$ cat config.mk
export PLATFORM = sky130hd
export DESIGN_NAME = dm_dmi_frontend
export DESIGN_NICKNAME = d
export VERILOG_FILES = /design/src/rtl/dm_pkg.sv /design/src/rtl/dm_rsp_reg.sv /design/src/rtl/dm_dmi_frontend.sv
export SDC_FILE = /design/constraint.sdc
export NUM_CORES = 1
export LEC_CHECK = 0
export BUFFER_PORTS_ARGS = -buffer_cell sky130_fd_sc_hd__clkbuf_2
export CORE_UTILIZATION = 41
export DETAILED_ROUTE_END_ITERATION = 7
export PLACE_DENSITY = 0.76
export SLEW_MARGIN = 20
export SYNTH_ARGS = -nofsm -noshare
export SYNTH_HDL_FRONTEND = slang
export SYNTH_SLANG_ARGS = --single-unit
export TNS_END_PERCENT = 30
$ cat constraint.sdc
create_clock -name clk -period 1.45 [get_ports clk]
set_clock_uncertainty 0.15 [all_clocks]
set_input_delay 0.0725 -clock clk [delete_from_list [all_inputs] [get_ports clk]]
set_output_delay 0.0725 -clock clk [all_outputs]
set_load 0.01 [all_outputs]
$ cat src/rtl/dm_pkg.sv
// dm_pkg: shared encodings for the DMI front end.
//   - DMI op and response-status encodings
//   - DM register address constants
//   - front-end FSM state type
//   - address classification helpers (lock set, implemented set)
package dm_pkg;

   localparam logic [1:0] DMI_OP_NOP    = 2'd0;
   localparam logic [1:0] DMI_OP_READ   = 2'd1;
   localparam logic [1:0] DMI_OP_WRITE  = 2'd2;
   localparam logic [1:0] DMI_OP_RSVD   = 2'd3;

   localparam logic [1:0] DMI_RSP_OK     = 2'd0;
   localparam logic [1:0] DMI_RSP_FAILED = 2'd2;
   localparam logic [1:0] DMI_RSP_BUSY   = 2'd3;

   localparam logic [31:0] DATA0      = 32'h04;
   localparam logic [31:0] DATA11     = 32'h0F;
   localparam logic [31:0] DMCONTROL  = 32'h10;
   localparam logic [31:0] DMSTATUS   = 32'h11;
   localparam logic [31:0] ABSTRACTCS = 32'h16;
   localparam logic [31:0] COMMAND    = 32'h17;

   typedef enum logic [1:0] {
      ST_IDLE   = 2'd0,
      ST_ACCESS = 2'd1,
      ST_RESP   = 2'd2
   } dm_state_e;

   // Registers that an executing abstract command owns; writes are refused
   // while cmd_busy is high.
   function automatic logic is_lock_addr(input logic [31:0] a);
      return ((a >= DATA0) && (a <= DATA11)) || (a == ABSTRACTCS) || (a == COMMAND);
   endfunction

   // Registers this DM actually implements.
   function automatic logic is_impl_addr(input logic [31:0] a);
      return is_lock_addr(a) || (a == DMCONTROL) || (a == DMSTATUS);
   endfunction

endpackage

$ cat src/rtl/dm_rsp_reg.sv
// dm_rsp_reg: response holding register (data + status).
//   clk      rising-edge clock
//   reset    async active-low reset, clears data and status to 0
//   load     capture d_data/d_status this cycle
//   d_data   next response data      d_status  next response status
//   q_data   held response data      q_status  held response status
module dm_rsp_reg #(
   parameter int W = 32
) (
   input  logic         clk,
   input  logic         reset,
   input  logic         load,
   input  logic [W-1:0] d_data,
   input  logic [1:0]   d_status,
   output logic [W-1:0] q_data,
   output logic [1:0]   q_status
);

   always_ff @(posedge clk or negedge reset) begin
      if (!reset) begin
         q_data   <= '0;
         q_status <= '0;
      end else if (load) begin
         q_data   <= d_data;
         q_status <= d_status;
      end
   end

endmodule

$ cat src/rtl/dm_dmi_frontend.sv
// dm_dmi_frontend: Debug Module DMI front end.
// Accepts one DMI request at a time (valid/ready), spends exactly one ACCESS
// cycle driving a read or write strobe into the DM register file, then holds
// a registered response until the DTM takes it.
//   clk, reset            clock, async active-low reset
//   dmi_req_*             request channel from the DTM
//   dmi_rsp_*             response channel to the DTM
//   cmd_busy              abstract command executing (locks data/abstractcs/command writes)
//   reg_addr/wen/ren/wdata/rdata  register-file access port
// Optional build macro: DMI_ADDR_CHECK_EN -- reject addresses outside the
// implemented register set with status FAILED (takes priority over BUSY).
module dm_dmi_frontend
   import dm_pkg::*;
#(
   parameter int ABITS    = 7,
   parameter int XLEN_DMI = 32
) (
   input  logic                clk,
   input  logic                reset,
   input  logic                dmi_req_valid,
   output logic                dmi_req_ready,
   input  logic [ABITS-1:0]    dmi_req_addr,
   input  logic [1:0]          dmi_req_op,
   input  logic [XLEN_DMI-1:0] dmi_req_data,
   output logic                dmi_rsp_valid,
   input  logic                dmi_rsp_ready,
   output logic [XLEN_DMI-1:0] dmi_rsp_data,
   output logic [1:0]          dmi_rsp_status,
   input  logic                cmd_busy,
   output logic [ABITS-1:0]    reg_addr,
   output logic                reg_wen,
   output logic                reg_ren,
   output logic [XLEN_DMI-1:0] reg_wdata,
   input  logic [XLEN_DMI-1:0] reg_rdata
);

   dm_state_e           state;
   logic [ABITS-1:0]    addr_q;
   logic [1:0]          op_q;
   logic [XLEN_DMI-1:0] wdata_q;

   logic                accept;
   logic                in_access;
   logic [31:0]         addr_ext;
   logic                addr_ok;
   logic                locked;
   logic                wen_d, ren_d;
   logic [XLEN_DMI-1:0] rsp_data_d;
   logic [1:0]          rsp_status_d;

   // Gated with reset so ready is low while reset is held, even though the
   // state register already sits in IDLE.
   assign dmi_req_ready = reset && (state == ST_IDLE);
   assign dmi_rsp_valid = (state == ST_RESP);
   assign accept        = dmi_req_valid && dmi_req_ready;
   assign in_access     = (state == ST_ACCESS);

   always_ff @(posedge clk or negedge reset) begin
      if (!reset) begin
         state <= ST_IDLE;
      end else begin
         case (state)
            ST_IDLE:   if (accept) state <= ST_ACCESS;
            ST_ACCESS: state <= ST_RESP;
            ST_RESP:   if (dmi_rsp_ready) state <= ST_IDLE;
            default:   state <= ST_IDLE;
         endcase
      end
   end

   always_ff @(posedge clk or negedge reset) begin
      if (!reset) begin
         addr_q  <= '0;
         op_q    <= DMI_OP_NOP;
         wdata_q <= '0;
      end else if (accept) begin
         addr_q  <= dmi_req_addr;
         op_q    <= dmi_req_op;
         wdata_q <= dmi_req_data;
      end
   end

   assign reg_addr  = addr_q;
   assign reg_wdata = wdata_q;
   assign addr_ext  = 32'(addr_q);

`ifdef DMI_ADDR_CHECK_EN
   assign addr_ok = is_impl_addr(addr_ext);
`else
   assign addr_ok = 1'b1;
`endif

   // cmd_busy is looked at here, in ACCESS, so a command that starts between
   // acceptance and access still blocks the write.
   assign locked = cmd_busy && is_lock_addr(addr_ext);

   always_comb begin
      wen_d        = 1'b0;
      ren_d        = 1'b0;
      rsp_data_d   = '0;
      rsp_status_d = DMI_RSP_OK;
      if (in_access) begin
         if (!addr_ok) begin
            rsp_status_d = DMI_RSP_FAILED;
         end else begin
            case (op_q)
               DMI_OP_READ: begin
                  ren_d      = 1'b1;
                  rsp_data_d = reg_rdata;
               end
               DMI_OP_WRITE: begin
                  if (locked) rsp_status_d = DMI_RSP_BUSY;
                  else        wen_d        = 1'b1;
               end
               DMI_OP_RSVD: rsp_status_d = DMI_RSP_FAILED;
               default: ;
            endcase
         end
      end
   end

   assign reg_wen = wen_d;
   assign reg_ren = ren_d;

   dm_rsp_reg #(.W(XLEN_DMI)) u_rsp (
      .clk      (clk),
      .reset    (reset),
      .load     (in_access),
      .d_data   (rsp_data_d),
      .d_status (rsp_status_d),
      .q_data   (dmi_rsp_data),
      .q_status (dmi_rsp_status)
   );

endmodule

# Yosys cells after proc, flatten, opt, wreduce, memory -nomap -nowiden
# Index checks and enable logic that the tools add are counted.
op_classes:
  order_cmp: 2
  eq_ne: 9
  n_mux: 11
  n_reduce_logical: 8
ops:
  columns: ["operator", "count"]
  rows:
  - ["two-way mux 32 bit", 1]
  - ["== test 7 x 5 -> 1 bit (second input constant)", 2]
  - [">= comparator 7 x 3 -> 1 bit (second input constant)", 1]
  - ["less-or-equal comparator 7 x 4 -> 1 bit (second input constant)", 1]
  - ["== test 2 bit (second input constant)", 3]
  - ["two-way mux 2 bit", 3]
  - ["one-hot mux 2 bit (3 select lines)", 1]
  - ["two-way mux 1 bit", 5]
  - ["== test 2 x 1 -> 1 bit (second input constant)", 2]
  - ["logical AND 1 bit", 4]
  - ["one-hot mux 2 bit (2 select lines)", 1]
  - ["logical NOT 2 bit", 1]
  - ["logical OR 1 bit", 2]
  - ["inequality test 2 x 1 -> 1 bit (second input constant)", 1]
  - ["inequality test 2 bit (second input constant)", 1]
  - ["AND reduction 2 bit", 1]
totals:
  reg_bits: 77
  inputBits: 78
  output_inout_bits: 77
  word_cells: 36

# Logic depth before layout (Yosys ltp)
# Gate-level depths: netlist of run 1.
depth:
  depth_word: 8
  depth_mapped: 5
  ltp_nobuf: 3

# Hierarchy
# A second synthesis of run 1 with hierarchy kept.
hier_totals:
  cells_unflattened: 213
  area_unflattened_um2: 3360.7
by_module_without_submodules:
  columns: ["module", "instances", "cells_each", "area_each_um2", "seq_area_each_um2"]
  rows:
  - ["dm_dmi_frontend", 1, 141, 1943.1, 1076.0]
  - ["dm_rsp_reg", 1, 72, 1417.6, 850.8]

# Least setup slack after synthesis of run 1
# OpenSTA, ideal clock, no wires.
synth_path:
  path_kind: "register to register"
  start: "register state[1]"
  end: "register wdata_q[10] (netlist: reg_wdata[10])"
  setup_time_ns: 0.125
  arrival_ns: 1.237
  required_time_ns: 1.175
  path_slack_ns: -0.062
  stages_incl_launch_ff: 5
  path_buffers: 2
  synth_period_minus_slack_ns: 1.512
  cell_sequence: "dfrtp_1 > and4bb_1 > buf_6 > buf_6 > mux2_4"
synth_via:
  elab_chain_len: 3
synth_lines:
  columns: ["element", "line_no", "source"]
  rows:
  - ["start, declared", "dm_dmi_frontend.sv:37", "dm_state_e state;"]
  - ["start signal, assigned", "dm_dmi_frontend.sv:60", "state <= ST_IDLE;"]
  - ["start signal, assigned", "dm_dmi_frontend.sv:63", "ST_IDLE: if (accept) state <= ST_ACCESS;"]
  - ["start signal, assigned", "dm_dmi_frontend.sv:64", "ST_ACCESS: state <= ST_RESP;"]
  - ["logical NOT 2 bit", "dm_dmi_frontend.sv:53", "assign dmi_req_ready = reset && (state == ST_IDLE);"]
  - ["logical AND 1 bit", "dm_dmi_frontend.sv:53", null]
  - ["logical AND 1 bit", "dm_dmi_frontend.sv:55", "assign accept = dmi_req_valid && dmi_req_ready;"]
  - ["end signal, assigned", "dm_dmi_frontend.sv:79", "wdata_q <= dmi_req_data;"]
  - ["end, declared", "dm_dmi_frontend.sv:40", "logic [XLEN_DMI-1:0] wdata_q;"]
# Every way passes these cells.
# A chain may end at the register's enable or synchronous reset.

# Worst setup path after layout of run 1
layout_path:
  start: "register state[1]"
  end: "register wdata_q[19] (netlist: reg_wdata[19])"
# The elaborated chain is that of the path after synthesis.

==> out/metrics.cfg, run 1 <==
[detailed_routing]
wl_per_cell_um=15.7
vias=2544
drt-total-wl_um=8470
dr.pass1.iters=4
drt-initial-drc-count=100
drc=0
via_per_inst=4.72
ant_nets=0

[sta]
slew_violations=0
hold_viol=0
finalCriticalPeriod_ns=1.63
setup_viol=68
finalCritPeriodShare=1.13
fin_ws_ns=-0.185
worst_pin_slew_ns=0.669
max-slew-margin-rel=0.554
grt_setup_unrepaired=yes
fmax_mhz=612

[min_path]
min_path_type=in2reg

[cts]
clk_path_buf_depth=2
cts_root_buf=clkbuf_8
cts_tree=yes
cts_buffers=9
htreeDepth=3
path_clk_slew_ns=0.08
cts_sinks=77
worstSkewPairLatency_ns=0.34

[die]
ioPinCount=155
dieArea_sq_um=7780
die_w_um=88.2
initial_core_util=0.422
core_sq_um=7210
num_rows=31
die_y_um=88.2

[power]
leakage_nw=2.67
power_density_nw_per_um2=1410
max-vdd-ir-drop_mv=0.818
power_mw=7.27

[synth]
synthCells=182
synth_edf_count=0
synth_xor_area_frac=0
syn-num-nets=260
ys_async_sr_fraction=1.00
synth_common_cells=dfrtp_1, mux2_4, a22o_1
yosys.area.top_type_share=0.632
synth_mux_area_frac=0.193
synth_cell_types=24
seq_area_frac_synth=0.632
yosysWarnings=0
synth_area_sq_um=3050
synthTopCellsByArea=dfrtp_1, mux2_4, a22o_1, buf_6, mux2_2
yosys_register_bits=77
synth_compound_area_frac=0.108
synth-simple-area-share=0.0308
synth_fa_ha_area_frac=0
synth.avg_cell_area_sq_um=16.7
ys.flop_type=dfrtp_1
post-synth-top-count-cell=dfrtp_1
yosys.area.top_type=dfrtp_1
synth_top_family_by_area=multiplexers

[worst_setup_path]
reg2reg_from=state[1]$_DFFE_PN0P_
cp-start-kind=register
slowest_delay_ns=0.44
cp.arrival_ns=1.70
critPathTopFamily=simple AND/OR/NAND/NOR gates
cp_slowest_cell=and4bb_4
r2r_setup_slack_ns=-0.18
crit_cells=3
ff2ff_path_depth=3
critPathRequiredTime_ns=1.52
cp-endpoint=reg_wdata[19]$_DFFE_PN0P_
cp-startpoint=state[1]$_DFFE_PN0P_
path_cells=and4bb_4 > buf_12 > mux2_4
crit_fanout=14
path_buf_inv=1
r2r_end=reg_wdata[19]$_DFFE_PN0P_
path_class=reg2reg
end_kind=register

[run_status]
status=finished with violations
violations=setup timing

[placed_design]
dp_hpwl_um=4860
place_congestion=0.737
dp_slack_ns=-0.199
portBuffers=154

[finish]
drive_gt1_frac=0.549
fin_util=0.716
area_growth_pct=69.5
fillers=483
final_nets=513

[global_route]
grt_use_total=0.222
grt_pass1_vias=2631
grt_max_degree=78
antenna_found_initial=1
grt_pass1_wl_um=12700
grt_overflow=0

[flow_run]
drv_cap=0

-- where the power goes --
part	switching [mW]	internal (mW)
Clock	0.781	1.14
Combinational	0.935	1.33
Sequential	0.374	2.71
Total	2.09	5.18
-- worst reg2reg max path, cell delays in order, from the launching register on --
cell and delay [ns]:
dfrtp_1 0.41, and4bb_4 0.44, buf_12 0.20, mux2_4 0.32
-- repair_timing --
item                                    in CTS  in global routing
endpoints found under the setup margin      76                 88
hold buffers                                75                  0
pin swaps                                    4                  4
gates resized for setup                     16                 16
endpoints found under the hold margin      151                  0
buffers inserted                             6                  5
cloned                                       1                  0
-- area by class of cell --
class,count,area [sq um],area share
flip-flops and latches,77,1930,0.373
repair buffers,254,1810,0.350
multi-input cells,91,1060,0.205
clock buffers,9,124,0.0240
well taps,99,124,0.0240
clock inverters,6,113,0.0218
inverters,2,7.51,0.00145
diodes,1,2.50,0.000485
-- stage by stage --
stage / cells / setup TNS, ns / instance area (sq um) / hold WS (ns)
after global routing: 538 / -11.81 / 5160 / 0.223
final: 539 / -8.21 / 5160 / 0.228
after global placement: 436 / -4.72 / 3960 / 0.131
after floorplan: 182 / -2.17 / 3060 / -0.373
after detailed placement: 436 / -6.39 / 3960 / 0.134
after CTS: 533 / -5.72 / 5070 / 0.133
-- cells by family (layout without fill, tap and decap cells) --
| kind of cell | count (synthesis) | in the layout |
|---|---|---|
| compound gates | 39 | 39 |
| buf+inv | 14 | 271 |
| flops | 77 | 77 |
| mux | 40 | 40 |
| other cells | 0 | 1 |
| simple gates | 12 | 12 |
-- layer usage --
| metal | up-vias | GRT usage | wire, um |
|---|---|---|---|
| met5 | - | 0 | 0 |
| li1 | 1175 | - | - |
| met4 | 0 | 0.103 | 166 |
| met1 | 1249 | 0.252 | 3370 |
| met2 | 103 | 0.390 | 4440 |
| met3 | 17 | 0.0584 | 492 |
-- layout by cell type, fill, tap and decap left out --
cell type,netlist,layout
clkbuf_2,0,150
dfrtp_1,77,77
dlygate4sd3_1,0,75
mux2_4,37,40
a22o_1,32,32
buf_4,3,14
clkbuf_8,0,9
buf_6,5,8
buf_8,0,4
bufinv_16,0,3
inv_1,2,2
nand2_1,2,2
o21ai_0,2,2
clkinv_4,0,2
diode_2,0,1
nor3b_1,1,1
or2b_1,1,1
nand2b_4,0,1
nor3b_4,1,1
nor2_1,1,1
nor4b_2,0,1
nand2b_1,2,1
nor3_4,0,1
a21boi_2,0,1
and4bb_4,0,1
a211oi_1,1,1
and4b_1,1,1
a21oi_1,1,1
a21bo_2,1,1
a32o_1,1,1
clkinv_2,0,1
buf_16,0,1
buf_2,4,1
buf_12,0,1
-- worst min path at each step --
stage	start	to	depth (start not counted)
floorplan	reset	op_q[0]$_DFFE_PN0P_	0
global placement	dmi_rsp_ready	state[1]$_DFFE_PN0P_	2
detailed placement	dmi_rsp_ready	state[1]$_DFFE_PN0P_	2
CTS	dmi_req_valid	state[0]$_DFFE_PN0P_	3
global route	dmi_req_valid	state[0]$_DFFE_PN0P_	4
finish	dmi_req_valid	state[0]$_DFFE_PN0P_	4
-- flip-flops by register name, summed over array words and instances, names as in the netlist --
name	cells
op_q	2
reg_addr	7
reg_wdata	32
state	2
u_rsp.q_data	32
u_rsp.q_status	2
Power figures use the tool's default switching activity.
==> inputs of run 2 (changes only) <==
- CORE_UTILIZATION: 41 -> 40
- PLACE_DENSITY: 0.76 -> 0.75
==> run 2 against run 1 <==
The run still ends with setup timing left. Largest power group unchanged. Cell area increased by 2.1%. Worst hold slack got worse by 0.087 ns. Largest cell class unchanged. Register-to-register slack about the same.
==> out/metrics.cfg, run 2 (synthesis results as in run 1) <==
[cts]
htreeDepth=3
clk_path_buf_depth=2
worstSkewPairLatency_ns=0.34
cts_tree=yes
path_clk_slew_ns=0.07
cts_buffers=9
cts_root_buf=clkbuf_8
cts_sinks=77

[worst_setup_path]
critPathRequiredTime_ns=1.52
cp-endpoint=reg_wdata[7]$_DFFE_PN0P_
reg2reg_from=state[1]$_DFFE_PN0P_
crit_cells=4
end_kind=register
r2r_end=reg_wdata[7]$_DFFE_PN0P_
cp_slowest_cell=and4bb_4
slowest_delay_ns=0.41
path_buf_inv=2
cp-startpoint=state[1]$_DFFE_PN0P_
cp.arrival_ns=1.71
r2r_setup_slack_ns=-0.20
critPathTopFamily=simple AND/OR/NAND/NOR gates
ff2ff_path_depth=4
crit_fanout=12
cp-start-kind=register
path_common_cell=buf_12
path_class=reg2reg
path_cells=and4bb_4 > buf_12 > buf_12 > mux2_4

[detailed_routing]
drc=0
drt-total-wl_um=8940
wl_per_cell_um=16.6
ant_nets=0
dr.pass1.iters=6
vias=2595
drt-initial-drc-count=67
via_per_inst=4.81

[sta]
worst_hold_slack_ns=0.140
fin_ws_ns=-0.196
fmax_mhz=608
finalCriticalPeriod_ns=1.65
worst_pin_slew_ns=0.604
grt_setup_unrepaired=yes
setup_viol=67
max-slew-margin-rel=0.597
finalCritPeriodShare=1.14
hold_viol=0
slew_violations=0
setup_tns_ns=-9.64

[finish]
area_growth_pct=73.1
final-seq-area_sq_um=1930
final_nets=514
multi_input_area_sq_um=1060
mostFrequentLayoutCell=clkbuf_2
drive_gt1_frac=0.552
final_cell_mix=clkbuf_2, dfrtp_1, dlygate4sd3_1
n_antenna_cell=0
fin_util=0.723
fillers=502

[run_status]
violations=setup timing
status=finished with violations

[placed_design]
place_congestion=0.766
portBuffers=154
dp_slack_ns=-0.188
dp_hpwl_um=4960

[die]
num_rows=31
dieArea_sq_um=7970
ioPinCount=155
die_w_um=89.3
core_sq_um=7290
initial_core_util=0.418
die_y_um=89.3

[min_path]
min_path_type=in2reg
hp-start=cmd_busy

[global_route]
grt_use_total=0.231
antenna_found_initial=0
grt_max_degree=51
grt_pass1_vias=2738
grt_overflow=0
grt_pass1_wl_um=13300

[flow_run]
drv_cap=0

[power]
max-vdd-ir-drop_mv=0.890
power_density_nw_per_um2=1380
leakage_nw=2.72

## run 2: power by group
group	total (mW)	leakage, nW	internal, mW	switching, mW
Clock	1.90	0.119	1.14	0.761
Sequential	3.09	0.965	2.71	0.380
Combinational	2.31	1.63	1.36	0.948
## run 2: metal layers
layer  GRT usage  vias up  share of wire
met5           0        -              0
li1            -     1177              -
met1       0.276     1283           0.40
met3      0.0526       19          0.057
met4      0.0909        0          0.019
met2       0.405      116           0.53
## run 2: worst min-delay path by stage
stage,endpoint,depth (start not counted),slack (ns)
global placement,u_rsp.q_data[16]$_DFFE_PN0N_,2,-0.02
finish,u_rsp.q_status[1]$_DFFE_PN0N_,4,0.14
global route,u_rsp.q_status[1]$_DFFE_PN0N_,4,0.14
CTS,u_rsp.q_status[1]$_DFFE_PN0N_,4,0.13
detailed placement,u_rsp.q_data[13]$_DFFE_PN0N_,2,-0.02
floorplan,op_q[0]$_DFFE_PN0P_,0,-0.37
## run 2: per-stage QoR
stage / cell area [sq um] / std cells / power [mW]
2_1_floorplan: 3060 / 182 / 4.16
3_3_place_gp: 3960 / 435 / 4.98
3_5_place_dp: 3960 / 435 / 5.04
4_1_cts: 5250 / 539 / 7.31
5_1_grt: 5270 / 539 / 7.70
6_report: 5270 / 539 / 7.30
## run 2: what timing repair did
action,4_1_cts,5_1_grt
cloned,4,0
pin swaps,2,3
endpoints found under the setup margin,78,77
setup buffers,9,0
hold endpoints to repair,101,0
gates resized for setup,18,11
hold buffers,76,0
## run 2: layout make-up
cell class                 instances  area share
multi-input combinational         91       0.201
sequential                        77       0.365
timing repair buffer             255       0.363
inverter                           2     0.00142
tap                               99      0.0235
clock inverter                     6      0.0214
clock buffer                       9      0.0235
## run 2: worst reg2reg max path: stages (launching register included)
cell and delay [ns]:
dfrtp_1 0.39, and4bb_4 0.41, buf_12 0.13, buf_12 0.14, mux2_4 0.31
==> inputs of run 3 (changes only) <==
- PLACE_DENSITY: 0.75 -> not set
- PLACE_DENSITY_LB_ADDON: not set -> 0.15
==> run 3 against run 2 <==
The flow finishes with violations (hold timing, setup timing). Power shrank 0.19%. Sequential cell count did not move. Worst setup slack lost 0.0073 ns. Largest cell class is now non-clock buffers. Combinational power grew 5%. Via count shrank 0.58%. Global-route usage decreased by 1.9 points. Cell area up 1.6%. Critical path depth did not move. Clock power shrank 5%. Sequential power hardly changed. Routed wire length is 1.1% lower. Non-clock buffer count increased by 9.
==> out/metrics.cfg, run 3 (synthesis results as in run 1) <==
[finish]
fin_area_sq_um=5360
drive_gt1_frac=0.576
area_growth_pct=75.9
final_cell_mix=clkbuf_2, dfrtp_1, dlygate4sd3_1
n_antenna_cell=0
final_nets=523
multi_input_area_sq_um=1080
mostFrequentLayoutCell=clkbuf_2
final-seq-area_sq_um=1930
fillers=511

[power]
power.share.clock=0.246
switching_share=0.297
p_comb_frac=0.332
leakage_nw=2.76
p_int_mw=5.12
p_switching_mw=2.17
power_mw=7.28
p_seq_frac=0.422
max-vdd-ir-drop_mv=0.719
power_density_nw_per_um2=1360

[cts]
cts_tree=yes
cts_buffers=9
cts_root_buf=clkbuf_8
postCtsHoldBufs=74
path_clk_slew_ns=0.08
cts_sinks=77
clk_path_buf_depth=2
worstSkewPairLatency_ns=0.34
htreeDepth=3

[run_status]
status=finished with violations
violations=hold timing, setup timing

[worst_setup_path]
critPathRequiredTime_ns=1.53
end_kind=register
path_class=reg2reg
crit_fanout=5
cp.arrival_ns=1.73
cp-start-kind=register

[placed_design]
dp_slack_ns=-0.163
placed_area_sq_um=3980
dp_hpwl_um=4640
place_congestion=0.731
portBuffers=154

[global_route]
grt_max_degree=79
grt_pass1_vias=2498
antenna_found_initial=0
grt_overflow=0
grt_use_total=0.212
grt_pass1_wl_um=12400

[sta]
finalCritPeriodShare=1.14
worst_pin_slew_ns=0.415
grt_setup_unrepaired=yes
slew_violations=0
fin_ws_ns=-0.203
setup_viol=76
fmax_mhz=605
worst_hold_slack_ns=-0.404
hold_viol=77
max-slew-margin-rel=0.723
finalCriticalPeriod_ns=1.65

[detailed_routing]
drt-total-wl_um=8840
wl_per_cell_um=16.1
drt-initial-drc-count=80
dr.pass1.iters=4
via_per_inst=4.70
vias=2580
ant_nets=0
drc=0

[die]
num_rows=31
initial_core_util=0.418
die_w_um=89.3
dieArea_sq_um=7970
die_y_um=89.3
core_sq_um=7290
ioPinCount=155

[min_path]
min_path_type=in2async

[flow_run]
drv_cap=0

[run 3: critical path, stage by stage (launching register included)]
cell and delay (ns):
dfrtp_1 0.40, and4bb_4 0.41, buf_6 0.14, clkbuf_16 0.14, mux2_4 0.29
[run 3: power by group through the flow]
stage               registers, mW  clock network, mW  logic (mW)
finish                       3.07               1.80        2.42
global route                 3.14               1.92        2.60
floorplan                    3.31                  0       0.845
CTS                          3.06               1.84        2.23
global placement             3.08                  0        1.93
detailed placement           3.07                  0        1.97
[run 3: per-stage QoR]
stage	TNS (ns)	util	std cells	hold slack, ns
floorplan	-2.17	-	182	-0.373
global placement	-4.65	0.545	434	-0.00548
detailed placement	-6.17	0.545	434	-0.00267
CTS	-7.59	0.704	535	-0.385
global route	-12.64	0.735	549	-0.357
finish	-9.05	0.735	549	-0.404
[run 3: cell type report]
cell class / count / share of cell area
Tap cell: 99 / 0.0231
Sequential cell: 77 / 0.360
Inverter: 2 / 0.00140
Clock inverter: 7 / 0.0184
Timing Repair Buffer: 264 / 0.374
Multi-Input combinational cell: 91 / 0.201
Clock buffer: 9 / 0.0231
[run 3: path summary, 6_finish.rpt]
| kind | start | end | slack, ns | depth (start not counted) |
|---|---|---|---|---|
| setup / recovery | state[1]$_DFFE_PN0P_ | op_q[0]$_DFFE_PN0P_ | -0.20 | 4 |
| hold / removal | reset | reg_wdata[15]$_DFFE_PN0P_ | -0.40 | 2 |
| setup reg to reg | state[1]$_DFFE_PN0P_ | op_q[0]$_DFFE_PN0P_ | -0.20 | 4 |
| hold reg to reg | u_rsp.q_data[13]$_DFFE_PN0N_ | u_rsp.q_data[13]$_DFFE_PN0N_ | 0.36 | 1 |
| max in group asynchronous | reset | op_q[0]$_DFFE_PN0P_ | 1.22 | 2 |
| min in group clk | dmi_req_valid | state[0]$_DFFE_PN0P_ | 0.20 | 4 |
[run 3: timing repair]
action / in CTS / in global routing
setup buffers: 8 / 12
pin swaps: 2 / 8
endpoints found under the setup margin: 78 / 78
gates cloned: 3 / 3
endpoints found under the hold margin: 151 / 77
resized for setup: 14 / 29
[run 3: layer usage]
layer | GRT usage | wire [um]
met1 | 0.269 | 3740
met2 | 0.352 | 4430
met3 | 0.0471 | 499
met4 | 0.0909 | 170
met5 | 0 | 0
